File: config.mk
export PLATFORM = sky130hd
export DESIGN_NAME = tpu_matmul_sequencer
export DESIGN_NICKNAME = d
export VERILOG_FILES = /design/src/rtl/tpu_pkg.sv /design/src/rtl/tpu_addr_gen.sv /design/src/rtl/tpu_matmul_sequencer.sv
export SDC_FILE = /design/constraint.sdc
export NUM_CORES = 1
export LEC_CHECK = 0
export BUFFER_PORTS_ARGS = -buffer_cell sky130_fd_sc_hd__buf_2
export CAP_MARGIN = 20
export CORE_ASPECT_RATIO = 0.5
export CORE_MARGIN = 3
export CORE_UTILIZATION = 55
export CTS_CLUSTER_SIZE = 12
export DETAILED_ROUTE_END_ITERATION = 8
export GPL_TIMING_DRIVEN = 0
export PLACE_DENSITY = 0.87
export SLEW_MARGIN = 20
export SYNTH_ARGS = -nofsm -noshare
export SYNTH_HDL_FRONTEND = slang
export SYNTH_HIERARCHICAL = 1
export SYNTH_SLANG_ARGS = --single-unit
File: constraint.sdc
create_clock -name clk -period 6.5 [get_ports clk]
set_input_delay 0.65 -clock clk [delete_from_list [all_inputs] [get_ports clk]]
set_output_delay 0.65 -clock clk [all_outputs]
set_load 0.01 [all_outputs]
File: src/rtl/tpu_pkg.sv
// Shared definitions for the TPU matmul sequencer.
// Holds the FSM state type and the default sizing that RTL and bench both use.
package tpu_pkg;

  typedef enum logic [1:0] {
    S_IDLE,
    S_WLOAD,
    S_RUN,
    S_DONE
  } seq_state_e;

  localparam int DEF_MATRIX_SIZE = 64;
  localparam int DEF_ADDRESSSIZE = 10;

  // Row latency: SRAM read, input skew, array traversal and output de-skew.
  function automatic int resultLatFor(input int matrixSize);
    return 3 * matrixSize;
  endfunction

  localparam int DEF_RESULT_LAT = resultLatFor(DEF_MATRIX_SIZE);

endpackage

File: src/rtl/tpu_addr_gen.sv
// Loadable base + offset address counter: load captures the base,
// each enabled cycle advances by one, wrapping silently at 2^WIDTH.
module tpu_addr_gen #(
  parameter int WIDTH = 10
) (
  input  logic             clk,
  input  logic             rst,
  input  logic             i_load,
  input  logic [WIDTH-1:0] i_base,
  input  logic             i_en,
  output logic [WIDTH-1:0] o_addr
);

  logic [WIDTH-1:0] r_addr;

  always_ff @(posedge clk) begin
    if (rst) begin
      r_addr <= '0;
    end else if (i_load) begin
      r_addr <= i_base;
    end else if (i_en) begin
      r_addr <= r_addr + {{(WIDTH-1){1'b0}}, 1'b1};
    end
  end

  assign o_addr = r_addr;

endmodule

File: src/rtl/tpu_matmul_sequencer.sv
// Start/busy/done run controller for one matrix-multiply pass (weight reload,
// N UB row reads, N result writes). Define TPU_SEQ_PERF_EN to add perf_cycles.
module tpu_matmul_sequencer
  import tpu_pkg::*;
#(
  parameter int MATRIX_SIZE  = DEF_MATRIX_SIZE,
  parameter int ADDRESSSIZE  = DEF_ADDRESSSIZE,
  parameter int WLOAD_CYCLES = MATRIX_SIZE,
  parameter int RESULT_LAT   = resultLatFor(MATRIX_SIZE)
) (
  input  logic                   clk,
  input  logic                   rst,
  input  logic                   start,
  input  logic                   abort,
  input  logic [ADDRESSSIZE:0]   cfg_num_rows,
  input  logic [ADDRESSSIZE-1:0] cfg_src_base,
  input  logic [ADDRESSSIZE-1:0] cfg_dst_base,
  output logic                   busy,
  output logic                   done,
  output logic                   fifo_rd_en,
  output logic                   we_rl,
  output logic                   ub_rd_en,
  output logic [ADDRESSSIZE-1:0] ub_rd_addr,
  output logic                   res_wr_en,
  output logic [ADDRESSSIZE-1:0] res_wr_addr
`ifdef TPU_SEQ_PERF_EN
  ,
  output logic [31:0]            perf_cycles
`endif
);

  localparam logic [31:0] LAT     = 32'(RESULT_LAT);
  localparam logic [31:0] WL_LAST = 32'(WLOAD_CYCLES - 1);

  seq_state_e           r_state, w_nextState;
  logic [31:0]          r_cnt, w_nextCnt;
  logic [ADDRESSSIZE:0] r_numRows;
  logic [31:0]          w_numRows32, w_lastT;
  logic                 w_accept;
  logic r_busy, r_done, r_fifoRdEn, r_weRl, r_ubRdEn, r_resWrEn;
  logic w_busyNext, w_doneNext, w_fifoNext, w_weNext, w_rdNext, w_wrNext;

  assign w_numRows32 = 32'(r_numRows);
  assign w_lastT     = LAT + w_numRows32 - 32'd1;

  // Outputs are decoded from the next state so every strobe leaves a flop.
  always_comb begin
    w_nextState = r_state;
    w_nextCnt   = r_cnt;
    w_accept    = 1'b0;
    case (r_state)
      S_IDLE: begin
        if (start) begin
          w_accept    = 1'b1;
          w_nextState = S_WLOAD;
          w_nextCnt   = '0;
        end
      end
      S_WLOAD: begin
        if (abort) begin
          w_nextState = S_IDLE;
        end else if (r_cnt == WL_LAST) begin
          w_nextState = S_RUN;
          w_nextCnt   = '0;
        end else begin
          w_nextCnt = r_cnt + 32'd1;
        end
      end
      S_RUN: begin
        if (abort) begin
          w_nextState = S_IDLE;
        end else if (r_cnt == w_lastT) begin
          w_nextState = S_DONE;
        end else begin
          w_nextCnt = r_cnt + 32'd1;
        end
      end
      S_DONE:  w_nextState = S_IDLE;
      default: w_nextState = S_IDLE;
    endcase

    w_busyNext = (w_nextState == S_WLOAD) || (w_nextState == S_RUN);
    w_doneNext = (w_nextState == S_DONE);
    w_weNext   = (w_nextState == S_WLOAD);
    w_fifoNext = (w_nextState == S_WLOAD) && (r_state == S_IDLE);
    w_rdNext   = (w_nextState == S_RUN) && (w_nextCnt < w_numRows32);
    w_wrNext   = (w_nextState == S_RUN) && (w_nextCnt >= LAT) && (w_nextCnt <= w_lastT);
  end

  always_ff @(posedge clk) begin
    if (rst) begin
      r_state    <= S_IDLE;
      r_cnt      <= '0;
      r_numRows  <= '0;
      r_busy     <= 1'b0;
      r_done     <= 1'b0;
      r_fifoRdEn <= 1'b0;
      r_weRl     <= 1'b0;
      r_ubRdEn   <= 1'b0;
      r_resWrEn  <= 1'b0;
    end else begin
      r_state    <= w_nextState;
      r_cnt      <= w_nextCnt;
      if (w_accept) begin
        r_numRows <= cfg_num_rows;
      end
      r_busy     <= w_busyNext;
      r_done     <= w_doneNext;
      r_fifoRdEn <= w_fifoNext;
      r_weRl     <= w_weNext;
      r_ubRdEn   <= w_rdNext;
      r_resWrEn  <= w_wrNext;
    end
  end

  // Each address counter steps after every cycle its strobe was high.
  tpu_addr_gen #(.WIDTH(ADDRESSSIZE)) u_rdAddr (
    .clk    (clk),
    .rst    (rst),
    .i_load (w_accept),
    .i_base (cfg_src_base),
    .i_en   (r_ubRdEn),
    .o_addr (ub_rd_addr)
  );

  tpu_addr_gen #(.WIDTH(ADDRESSSIZE)) u_wrAddr (
    .clk    (clk),
    .rst    (rst),
    .i_load (w_accept),
    .i_base (cfg_dst_base),
    .i_en   (r_resWrEn),
    .o_addr (res_wr_addr)
  );

  assign busy       = r_busy;
  assign done       = r_done;
  assign fifo_rd_en = r_fifoRdEn;
  assign we_rl      = r_weRl;
  assign ub_rd_en   = r_ubRdEn;
  assign res_wr_en  = r_resWrEn;

`ifdef TPU_SEQ_PERF_EN
  logic [31:0] r_perf;

  always_ff @(posedge clk) begin
    if (rst) begin
      r_perf <= '0;
    end else if (w_accept) begin
      r_perf <= '0;
    end else if (r_busy) begin
      r_perf <= r_perf + 32'd1;
    end
  end

  assign perf_cycles = r_perf;
`endif

endmodule

==> metrics <==
Sw Ratio 0.320; Final ANT Viol Nets 0; WL/cell 19.0 microns; setup TNS 0 ns; Setup crit end ub_rd_en; number of hold buffers added after CTS 0; net count reported at finish 862; dominant synthesized flop cell dfxtp_1; EDFF count, synth 0; layout cells sized above 1 0.142; clk sinks 71; status finished, final reports clean; Crit Path Category flop to flop; worst hold path startpoint cfg_num_rows[5]; global route overflow 0; CTS Buf Count 9; CP startpoint r_numRows[0]; Pwr Total 1.26 mW; Final Max Tran Viols 0; PD cells 199 nW/um^2; synthesized area per cell 7.69 sq um; Clock Power Share 0.400; FF-to-FF setup slack 1.39 ns; # DRC 0; Total GRT Usage 0.311; met3 usage 0.0785; most frequent cells in the layout nand2_1 (72), buf_2 (71), dfxtp_1 (71); synthesized instance count 726; Setup crit start kind flop; count of final hold-check violations 0; Seq/Total Area, Yosys 0.255; Tightest Pin Transition 1.06 ns; syn_nets 791; capturing point of the worst reg2reg path ub_rd_en; Post-CTS Setup Inserts 0; hold crit path type primary input to flop; Max Fanout on Critical Path 9; Syn. warnings 6; RSZ-0062 raised after global routing no; Core Area 9670 sq um; First DRT Iteration DRCs 817; Max Clk Rate 196 MHz; synthesis-to-layout area growth 13.8%; reported net switching power 0.404 mW; # IOs 61; via count 6,069; GRT met1 Usage 0.388; Critical Path RT 6.74 ns; Root Buffer clkbuf_16; CP endpoint kind flop; Rows 25; reg2reg start r_numRows[0]; Port-buffer cells 60; Max-Cap Viols 0; Arr. time, crit path 5.35 ns; Worst-Skew Late Latency 0.35 ns; largest net degree at the start of global routing 14; Clock Skew 0.00565 ns; FF+latch count, synth 71; fin crit share 0.786; VDD IR max 113 uV; Max Root-Sink Buffers 2; HPWL Detailed 12,600 microns; Power Internal 0.859 mW; Leakage 2.49 nW; FFs w/ async S/R, synth 0; H-tree depth 3; clock transition at the registers of the reported paths 0.06 ns; grt peak-use layer met2; synth unique cells 86; initial antenna violation count 0; final setup fails 0; Antenna diodes 0; max_slew headroom 0.288; met2 GRT Util 0.496; TritonCTS clock tree built; cts repair resizes 0; Vias per Instance 6.48; DIE AREA 11,500 sq um; Seq pwr share 0.382; Die X 148 microns; first-pass GRT wire length 28,800 microns; Comb power frac 0.218; Worst Hold Slack 0.539 ns; number of global-route vias before repair 5,768; RePlAce Congestion 1.02; die span in y 77.2 microns; most common cell after layout, fill and taps aside nand2_1; Tmin final 5.11 ns; Detailed Routing Iterations Pass 1 8; starting density of the core 0.577; routed wire length 17,800 microns; mapped cell area 5580 sq um; Worst Reg2Reg Path Length in Cells 20
## synthesized netlist by cell type (17+ instances only)
cell type  count  area share
inv_1         24       0.016
nor2b_1       26       0.029
nand2_1       72       0.048
nand4_1       22       0.025
clkbuf_1      28       0.019
xnor2_1       34       0.053
nand3_1       33       0.030
nor2_1        54       0.036
nor3_1        17       0.015
o21ai_0       41       0.037
dfxtp_1       71        0.25
ha_1          30       0.067
a21oi_1       55       0.049
## how the worst min path moves through the flow
stage,to,slack (ns),depth (start not counted)
after floorplan,r_numRows[1],0.47,2
after global placement,r_numRows[1],0.49,2
after detailed placement,r_numRows[1],0.52,2
after CTS,r_numRows[1],0.53,2
after global routing,r_numRows[5],0.54,3
final,r_numRows[5],0.54,3
## cell families after synthesis
logic type,Yosys count,share of synthesized area
adder cells (fa/ha/maj),30,0.0673
flip-flops,71,0.255
buffers and inverters,67,0.0489
AO/OA/AOI/OAI,194,0.233
multiplexers,11,0.0202
AND/OR/NAND/NOR,310,0.306
XOR/XNOR,43,0.0700
## power groups by stage
stage	clock network [mW]	registers, mW	logic (mW)
2_1_floorplan	0	0.492	0.180
6_report	0.505	0.482	0.275
4_1_cts	0.506	0.481	0.267
5_1_grt	0.524	0.486	0.301
3_3_place_gp	0	0.490	0.257
3_5_place_dp	0	0.491	0.263
## flip-flops by register name, summed over array words and instances, names as in the netlist
signal and count:
busy 1, done 1, fifo_rd_en 1, r_cnt 32, r_numRows 11, r_state 2
res_wr_en 1, u_rdAddr/o_addr 10, u_wrAddr/o_addr 10, ub_rd_en 1, we_rl 1
## metal layers
metal / wire, microns / part of all wire
met1: 7270 / 0.41
met2: 7750 / 0.43
met3: 2000 / 0.11
met4: 825 / 0.046
met5: 0 / 0
## area by class of cell
| type | instances | area (sq um) |
|---|---|---|
| multi-input cells | 588 | 3890 |
| well taps | 135 | 169 |
| repair buffers | 60 | 300 |
| plain buffers | 42 | 179 |
| flip-flops and latches | 71 | 1420 |
| clock inverters | 6 | 71.3 |
| fillers | 787 | 3320 |
| inverters | 25 | 93.8 |
| clock buffers | 10 | 229 |
## through the flow
stage / cell area (sq um) / setup WS, ns / util / std cells
2_1_floorplan: 5580 / 2.32 / - / 726
3_3_place_gp: 6050 / 1.60 / 0.626 / 921
3_5_place_dp: 6050 / 1.50 / 0.626 / 921
4_1_cts: 6350 / 1.49 / 0.657 / 937
5_1_grt: 6350 / 1.11 / 0.657 / 937
6_report: 6350 / 1.39 / 0.657 / 937
## worst max-delay path, cell delays in order, from the launching register on
cell,delay [ns]
dfxtp_1,0.45
inv_1,0.10
ha_1,0.23
nor3b_4,0.20
a311o_1,0.38
nor4_1,0.26
nand4_1,0.22
nor4_4,0.55
o21ai_0,0.33
o21ai_0,0.45
ha_1,0.23
nor2b_1,0.04
o21a_1,0.17
o21a_1,0.18
o21a_1,0.17
o21a_1,0.16
o21a_1,0.17
o21a_1,0.16
o21ai_0,0.17
a21oi_1,0.10
nor4b_2,0.28
No activity file was read; power rests on OpenSTA's default activity.
